===== src/rtl/pipe_stage_elastic_if.sv =====
// Handshake bundle between two pipeline stages.
// The master side is the upstream/downstream environment and the slave side
// is the elastic pipeline stage itself.
interface pipe_stage_elastic_if #(
    parameter int WIDTH = 168
);
    logic             in_valid;
    logic             in_ready;
    logic [WIDTH-1:0] in_data;
    logic             flush;
    logic             out_valid;
    logic             out_ready;
    logic [WIDTH-1:0] out_data;
    logic [1:0]       occupancy;

    modport master (
        output in_valid, in_data, flush, out_ready,
        input  in_ready, out_valid, out_data, occupancy
    );

    modport slave (
        input  in_valid, in_data, flush, out_ready,
        output in_ready, out_valid, out_data, occupancy
    );
endinterface


===== src/rtl/pipe_stage_elastic.sv =====
// Elastic inter-stage pipeline register with valid/ready handshake.
// The main register always drives out_data.
// With SKID=1 a second skid register absorbs the word that arrives while
// downstream stalls, so in_ready can come straight from a flop.
// Flush squashes everything held and anything accepted in the same cycle.
module pipe_stage_elastic #(
    parameter int WIDTH      = 168,
    parameter int SKID       = 1,
    parameter int CLEAR_DATA = 1
) (
    input  logic                  clk,
    input  logic                  rst,
    pipe_stage_elastic_if.slave   bus
);

    typedef enum logic [1:0] {
        EMPTY = 2'd0,
        ONE   = 2'd1,
        TWO   = 2'd2
    } state_t;

    state_t           state;
    state_t           next_state;
    logic             in_ready_q;
    logic             in_ready_next;
    logic [WIDTH-1:0] main_q;
    logic [WIDTH-1:0] skid_q;
    logic [WIDTH-1:0] main_next;
    logic [WIDTH-1:0] skid_next;
    logic             in_fire;
    logic             out_fire;
    logic             load_in;
    logic             load_skid;
    logic             shift_skid;

    // Without a skid register, a stalled full stage must refuse input in
    // the same cycle; reset holds it low.
    assign bus.in_ready  = (SKID != 0) ? in_ready_q
                                       : (rst && ((state == EMPTY) || bus.out_ready));
    assign bus.out_valid = (state != EMPTY);
    assign bus.out_data  = main_q;
    assign bus.occupancy = state;

    assign in_fire  = bus.in_valid && bus.in_ready;
    assign out_fire = bus.out_valid && bus.out_ready;

    // Next-state and datapath steering; flush overrides every transfer.
    always_comb begin
        next_state = state;
        load_in    = 1'b0;
        load_skid  = 1'b0;
        shift_skid = 1'b0;
        main_next  = main_q;
        skid_next  = skid_q;

        if (bus.flush) begin
            next_state = EMPTY;
        end else begin
            case (state)
                EMPTY: begin
                    if (in_fire) begin
                        load_in    = 1'b1;
                        next_state = ONE;
                    end
                end
                ONE: begin
                    if (in_fire && out_fire) begin
                        load_in = 1'b1;
                    end else if (in_fire) begin
                        if (SKID != 0) begin
                            load_skid  = 1'b1;
                            next_state = TWO;
                        end else begin
                            load_in = 1'b1;
                        end
                    end else if (out_fire) begin
                        next_state = EMPTY;
                    end
                end
                TWO: begin
                    if (out_fire) begin
                        shift_skid = 1'b1;
                        next_state = ONE;
                    end
                end
                default: next_state = EMPTY;
            endcase
        end

        if (bus.flush) begin
            if (CLEAR_DATA != 0) begin
                main_next = '0;
                skid_next = '0;
            end
        end else begin
            if (load_in)    main_next = bus.in_data;
            if (shift_skid) main_next = skid_q;
            if (load_skid)  skid_next = bus.in_data;
        end

        in_ready_next = (next_state != TWO);
    end

    // State and registered in_ready; in_ready stays low through reset.
    always_ff @(posedge clk or negedge rst) begin
        if (!rst) begin
            state      <= EMPTY;
            in_ready_q <= 1'b0;
        end else begin
            state      <= next_state;
            in_ready_q <= in_ready_next;
        end
    end

    generate
        if (CLEAR_DATA != 0) begin : g_clear
            // Payload registers that reset to zero.
            always_ff @(posedge clk or negedge rst) begin
                if (!rst) begin
                    main_q <= '0;
                    skid_q <= '0;
                end else begin
                    main_q <= main_next;
                    skid_q <= skid_next;
                end
            end
        end else begin : g_keep
            // Payload registers without reset; valid alone marks them stale.
            always_ff @(posedge clk) begin
                main_q <= main_next;
                skid_q <= skid_next;
            end
        end
    endgenerate

endmodule

===== src/flat_wrapper.sv =====
// flat-port wrapper written by rule: the top's interface ports become plain ports
module pipe_stage_elastic_flat 
#(
    parameter int WIDTH      = 168,
    parameter int SKID       = 1,
    parameter int CLEAR_DATA = 1
)
  (clk, rst, bus_in_valid, bus_in_data, bus_flush, bus_out_ready, bus_in_ready, bus_out_valid, bus_out_data, bus_occupancy);
  pipe_stage_elastic_if #(.WIDTH(WIDTH)) bus_i ();
  input  logic clk;
  input  logic rst;
  input wire logic [$bits(bus_i.in_valid)-1:0] bus_in_valid;
  input wire logic [$bits(bus_i.in_data)-1:0] bus_in_data;
  input wire logic [$bits(bus_i.flush)-1:0] bus_flush;
  input wire logic [$bits(bus_i.out_ready)-1:0] bus_out_ready;
  output wire logic [$bits(bus_i.in_ready)-1:0] bus_in_ready;
  output wire logic [$bits(bus_i.out_valid)-1:0] bus_out_valid;
  output wire logic [$bits(bus_i.out_data)-1:0] bus_out_data;
  output wire logic [$bits(bus_i.occupancy)-1:0] bus_occupancy;
  assign bus_i.in_valid = bus_in_valid;
  assign bus_i.in_data = bus_in_data;
  assign bus_i.flush = bus_flush;
  assign bus_i.out_ready = bus_out_ready;
  assign bus_in_ready = bus_i.in_ready;
  assign bus_out_valid = bus_i.out_valid;
  assign bus_out_data = bus_i.out_data;
  assign bus_occupancy = bus_i.occupancy;
  pipe_stage_elastic #(.WIDTH(WIDTH), .SKID(SKID), .CLEAR_DATA(CLEAR_DATA)) u_core (.clk(clk), .rst(rst), .bus(bus_i));
endmodule

===== config.mk =====
export PLATFORM = sky130hd
export DESIGN_NAME = pipe_stage_elastic_flat
export DESIGN_NICKNAME = d
export VERILOG_FILES = /design/src/rtl/pipe_stage_elastic_if.sv /design/src/rtl/pipe_stage_elastic.sv /design/src/flat_wrapper.sv
export SDC_FILE = /design/constraint.sdc
export NUM_CORES = 1
export LEC_CHECK = 0
export CORE_ASPECT_RATIO = 0.75
export CORE_MARGIN = 5
export CORE_UTILIZATION = 50
export DETAILED_ROUTE_END_ITERATION = 8
export GPL_TIMING_DRIVEN = 0
export PLACE_DENSITY = 0.87
export SETUP_SLACK_MARGIN = 0.4
export SLEW_MARGIN = 20
export SYNTH_ARGS = -nofsm -noshare
export SYNTH_HDL_FRONTEND = slang
export SYNTH_SLANG_ARGS = --single-unit

===== constraint.sdc =====
create_clock -name clk -period 2.8 [get_ports clk]
set_input_delay 0.56 -clock clk [delete_from_list [all_inputs] [get_ports clk]]
set_output_delay 0.56 -clock clk [all_outputs]
set_load 0.02 [all_outputs]

==> impl_metrics.ini, run 1 <==
[timing]
finClkSkew_ns = 0.0125
maxSlewViolCount = 0
grt_setup_unrepaired = true
fmax_mhz = 438
finalHoldViolCount = 0
setup_viol = 0
maxSlewHeadroom = 0.546
period_share = 0.815
final.min_clock_period_ns = 2.28
tns_ns = 0
tightestPinTransition_ns = 0.681

[logic_synthesis]
synth.net_count = 1344
synthCells = 1171
seq_area_frac_synth = 0.628
syn_avg_cell_area_um2 = 11.5
synthArstFlopShare = 1.00
netlist_area_um2 = 13500
ys_ff_latch = 339
synth-edff-count = 0
synth.distinct_cells = 27
yosys_warnings = 0
synth_ff_type = dfrtp_1

[routing]
routed_via_density = 6.02
vias = 11639
ant_nets = 0
wl_per_cell_um = 22.6
drtIter0Drc = 1016
wl_um = 43700
drc = 0
drtPass1Iterations = 6

[worst_setup_path]
worstPathRequired_ns = 3.17
max_stage_delay_ns = 0.49
critical-path-top-delay-family = buffers and inverters
cp-start-kind = input port
path_max_fanout = 10
cp_cell_sequence = clkdlybuf4s50_1 > and3b_1 > buf_4 > a311oi_2 > clkbuf_4 > clkbuf_2 > o21ai_0
path_buf_inv = 4
slowest_stage = clkdlybuf4s50_1
critical_path_class = input port to flop
end_kind = flop
arrival_ns = 2.65

[clock_tree]
cts.htree.levels = 2
hold_buffers = 0
numCtsBuffers = 34
clock-sinks = 339
clockBufferDepth = 3
insertion_delay_ns = 0.50
root_buffer = clkbuf_16
cts.clk_slew.worst_paths_ns = 0.06
postCtsSetupBuffers = 0
cts_tree = done

[pwr]
vdd_drop_max_v = 0.000559
power_mw = 12.0
power_density_nw_per_um2 = 642
power.leakage_nw = 8.16

[grt]
grt_pass1_wl_um = 67600
track_usage = 0.278
overflow = 0
grt_pass1_vias = 11868
antenna_found_initial = 10
grt_start_max_net_pins = 99

[run]
cap_viol_max_count = 0

[die]
core_um2 = 26800
die_y_um = 152
initial_core_util = 0.504
dieArea_um2 = 30500
die_x_um = 200
rows = 52
design.portCount = 345

[place]
finalWeightedCongestion = 0.884
port_buffers = 344
hpwlAfterDp_um = 29900

[finish]
layout_commonest_cell = clkdlybuf4s50_1
fillers = 1869
layout_common_cells = clkdlybuf4s50_1, dfrtp_1, nand2_1, a22o_1, a22oi_1
syn_to_final_growth_pct = 38.4
finalNetCount = 1727
drive_above_1_share = 0.0869
register_area_um2 = 8480
multi_input_area_um2 = 4460

[min_path]
min_path_type = input port to asynchronous set/reset pin

[run_status]
status = finished, final reports clean
-- stage by stage --
step | area (µm²) | hold WS [ns] | std cells | setup slack, ns | utilization
after floorplan | 13500 | 0.264 | 1171 | 0.924 | -
after global placement | 17400 | 0.461 | 1866 | -13.02 | 0.649
after detailed placement | 17500 | 0.467 | 1869 | -0.218 | 0.652
after CTS | 18700 | 0.0790 | 1928 | 0.414 | 0.696
after global routing | 18700 | 0.114 | 1932 | 0.414 | 0.698
final | 18700 | 0.0574 | 1932 | 0.517 | 0.698
-- final cells by class --
class | instances | area share
diodes | 4 | 0.000535
plain buffers | 112 | 0.0330
clock buffers | 53 | 0.0564
clock inverters | 6 | 0.00575
inverters | 2 | 0.000401
multi-input cells | 718 | 0.238
flip-flops and latches | 339 | 0.453
well taps | 351 | 0.0235
repair buffers | 347 | 0.189
-- final timing paths --
path                       slack (ns)  cells past startpoint                      from                       end
setup / recovery                 0.52                      7             bus_out_ready   u_core.bus.out_data[40]
hold / removal                   0.06                      1                       rst   u_core.bus.out_data[41]
setup reg to reg                 0.61                      6   u_core.bus.occupancy[1]   u_core.bus.out_data[40]
hold reg to reg                  0.48                      2  u_core.bus.out_data[145]  u_core.bus.out_data[145]
max in group asynchronous        1.50                      3                       rst        u_core.skid_q[113]
min in group clk                 0.48                      2  u_core.bus.out_data[145]  u_core.bus.out_data[145]
-- cells by family (layout without fill, tap and decap cells) --
logic type / Yosys count / count (layout) / synth area share
AOI/OAI and AO/OA: 494 / 494 / 0.258
buffers and inverters: 114 / 520 / 0.0431
DFF: 339 / 339 / 0.628
muxes: 15 / 15 / 0.0111
other: 0 / 4 / 0
and+or+nand+nor: 209 / 209 / 0.0598
-- Yosys cell counts (2+ instances only) --
master / instances / area (µm²)
buf_1: 7 / 26.3
nor2b_1: 2 / 12.5
nand2_1: 195 / 732
o21ai_1: 98 / 490
buf_4: 6 / 45.0
dfrtp_1: 339 / 8480
clkbuf_2: 14 / 70.1
o31ai_1: 13 / 97.6
nand2b_1: 2 / 12.5
buf_2: 20 / 100
buf_6: 12 / 135
clkbuf_1: 53 / 199
a21oi_1: 13 / 65.1
o21ai_0: 57 / 285
a22o_1: 155 / 1360
nand3_1: 2 / 10.0
inv_1: 2 / 7.51
mux2i_1: 15 / 150
a22oi_1: 155 / 1160
nor2_1: 4 / 15.0
-- worst register-to-register path, cell delays in order, from the launching register on --
cell and delay [ns]:
dfrtp_1 0.45, and3b_1 0.22, buf_4 0.17, a311oi_2 0.38
clkbuf_4 0.38, clkbuf_2 0.31, o21ai_0 0.15
-- what timing repair did --
action,4_1_cts,5_1_grt
setup endpoints to repair,89,127
gates resized for setup,3,54
cloned,0,0
-- registers in the layout (all words and copies together) (netlist names) --
signal and flops:
u_core.bus.out_data 168, u_core.bus.in_ready 1, u_core.bus.occupancy 2, u_core.skid_q 168
-- layer usage --
layer	part of all wire	GRT usage
met1	0.39	0.369
met2	0.47	0.438
met3	0.11	0.0986
met4	0.022	0.0753
met5	0.0014	0.00966
-- power by group --
group,internal [mW],switching [mW],leakage [nW]
combinational,0.861,1.03,3.05
sequential,5.18,0.178,4.55
clock,2.87,1.89,0.567
No activity file was read; power rests on OpenSTA's default activity.
==> run 2: changes to the inputs <==
Settings changed: CORE_UTILIZATION 50 to 49, PLACE_DENSITY 0.87 to 0.86.
Clock period 2.8 ns to 2.3 ns, I/O delays scaled along.
==> impl_metrics.ini, run 2 (synthesis gave the netlist of run 1 again) <==
[run_status]
status = finished with violations
violations = negative hold slack

[clock_tree]
numCtsBuffers = 34
cts.htree.levels = 2
clock-sinks = 339
cts.clk_slew.worst_paths_ns = 0.06
clockBufferDepth = 3
cts_tree = done
root_buffer = clkbuf_16
insertion_delay_ns = 0.51

[timing]
setup_slack_ns = 0.412
fmax_mhz = 530
grt_setup_unrepaired = true
maxSlewHeadroom = 0.665
period_share = 0.821
final.min_clock_period_ns = 1.89
maxSlewViolCount = 0
finClkSkew_ns = 0.0118
tightestPinTransition_ns = 0.503
setup_viol = 0
whs_ns = -0.150
finalHoldViolCount = 54

[die]
initial_core_util = 0.499
design.portCount = 345
rows = 52
die_x_um = 202
die_y_um = 154
core_um2 = 27100
dieArea_um2 = 31000

[place]
port_buffers = 344
finalWeightedCongestion = 0.872
hpwlAfterDp_um = 30000
placed_area_um2 = 17500
place_ws_ns = -0.633
dp.cells = 1870

[finish]
layout_commonest_cell = dfrtp_1
finalNetCount = 1742
fin_area_um2 = 19000
syn_to_final_growth_pct = 40.9
layout_common_cells = dfrtp_1, nand2_1, dlygate4sd2_1, clkdlybuf4s50_1, a22o_1
final_cells = 1950
drive_above_1_share = 0.121

[grt]
grt_pass1_wl_um = 67800
track_usage = 0.272
overflow = 0
grt_pass1_vias = 11880
grt_start_max_net_pins = 90
antenna_found_initial = 8

[worst_setup_path]
cp-start-kind = flop
arrival_ns = 2.30
end_kind = flop
reg2reg_from = u_core.bus.occupancy[1]
reg2reg_slack_ns = 0.41
crit_end = u_core.bus.out_data[46]
critical_path_class = flop to flop
rr_worst_depth = 8
worstPathRequired_ns = 2.71
timing.rr.end = u_core.bus.out_data[46]
startpoint = u_core.bus.occupancy[1]
path_max_fanout = 10

[min_path]
min_path_type = input port to asynchronous set/reset pin

[pwr]
seq_power_share = 0.439
power.leakage_nw = 8.99
vdd_drop_max_v = 0.000512
clock_power_share = 0.410
p_int_mw = 11.0
power_mw = 14.8
p_sw_mw = 3.79
pwr-share-comb = 0.151
power_density_nw_per_um2 = 778
p_sw_frac = 0.256

[routing]
wl_per_cell_um = 22.7
vias = 11770
wl_um = 44300
drtPass1Iterations = 6
routed_via_density = 6.04
drtIter0Drc = 989
drc = 0
ant_nets = 0

[run]
cap_viol_max_count = 0
run 2: changes by cell type in the layout (fill, tap and decap cells not counted), moves of 3 or more:
cell	delta
o21ai_2	+3
buf_6	+5
buf_8	+5
buf_2	+6
clkbuf_1	-25
buf_4	+19
clkdlybuf4s50_1	-172
buf_1	-5
buf_12	+3
clkbuf_4	+27
dlygate4sd2_1	+172
clkbuf_2	-26
run 2: layout make-up:
type	instances	area (µm²)
sequential	339	8490
timing repair buffer	362	3500
multi-input combinational	718	4500
fill	1926	8020
clock inverter	8	165
buffer	112	861
antenna	6	15.0
tap	351	439
clock buffer	52	1070
inverter	2	7.51
run 2: through the flow:
| stage | utilization | TNS (ns) |
|---|---|---|
| global placement | 0.643 | -4706.98 |
| CTS | 0.695 | 0 |
| global route | 0.704 | 0 |
| floorplan | - | 0 |
| finish | 0.704 | 0 |
| detailed placement | 0.647 | -140.60 |
run 2: how the worst min path moves through the flow:
stage | endpoint | cells after the start
floorplan | u_core.bus.in_ready | 0
global placement | u_core.bus.out_data[21] | 2
detailed placement | u_core.bus.out_data[39] | 1
CTS | u_core.bus.out_data[38] | 1
global route | u_core.skid_q[35] | 1
finish | u_core.skid_q[35] | 1
run 2: power by group through the flow:
stage	clock network [mW]	registers (mW)	logic [mW]
CTS	6.15	6.51	2.18
floorplan	0	6.92	0.635
global placement	0	6.62	2.23
finish	6.07	6.52	2.24
global route	6.41	6.55	2.39
detailed placement	0	6.62	2.29
run 2: worst max-delay path: stages (launching register included):
cell and delay (ns):
dfrtp_2 0.41, and3b_1 0.19, buf_6 0.14, a311oi_4 0.29, buf_6 0.23, buf_12 0.18
buf_6 0.15, nand2_1 0.07, o21ai_1 0.13
run 2: metal layers:
layer | track usage | wire length [µm] | up-vias
met5 | 0 | 55 | -
met3 | 0.0815 | 4050 | 110
met1 | 0.367 | 18000 | 5881
met4 | 0.0817 | 1430 | 8
met2 | 0.430 | 20800 | 649
li1 | - | - | 5122
run 2: timing repair:
| action | CTS | global route |
|---|---|---|
| cloned | 2 | 2 |
| setup endpoints to repair | 495 | 311 |
| setup buffers | 7 | 3 |
| pin swaps | 1 | 1 |
| endpoints found under the hold margin | 54 | 54 |
| gates resized for setup | 265 | 105 |
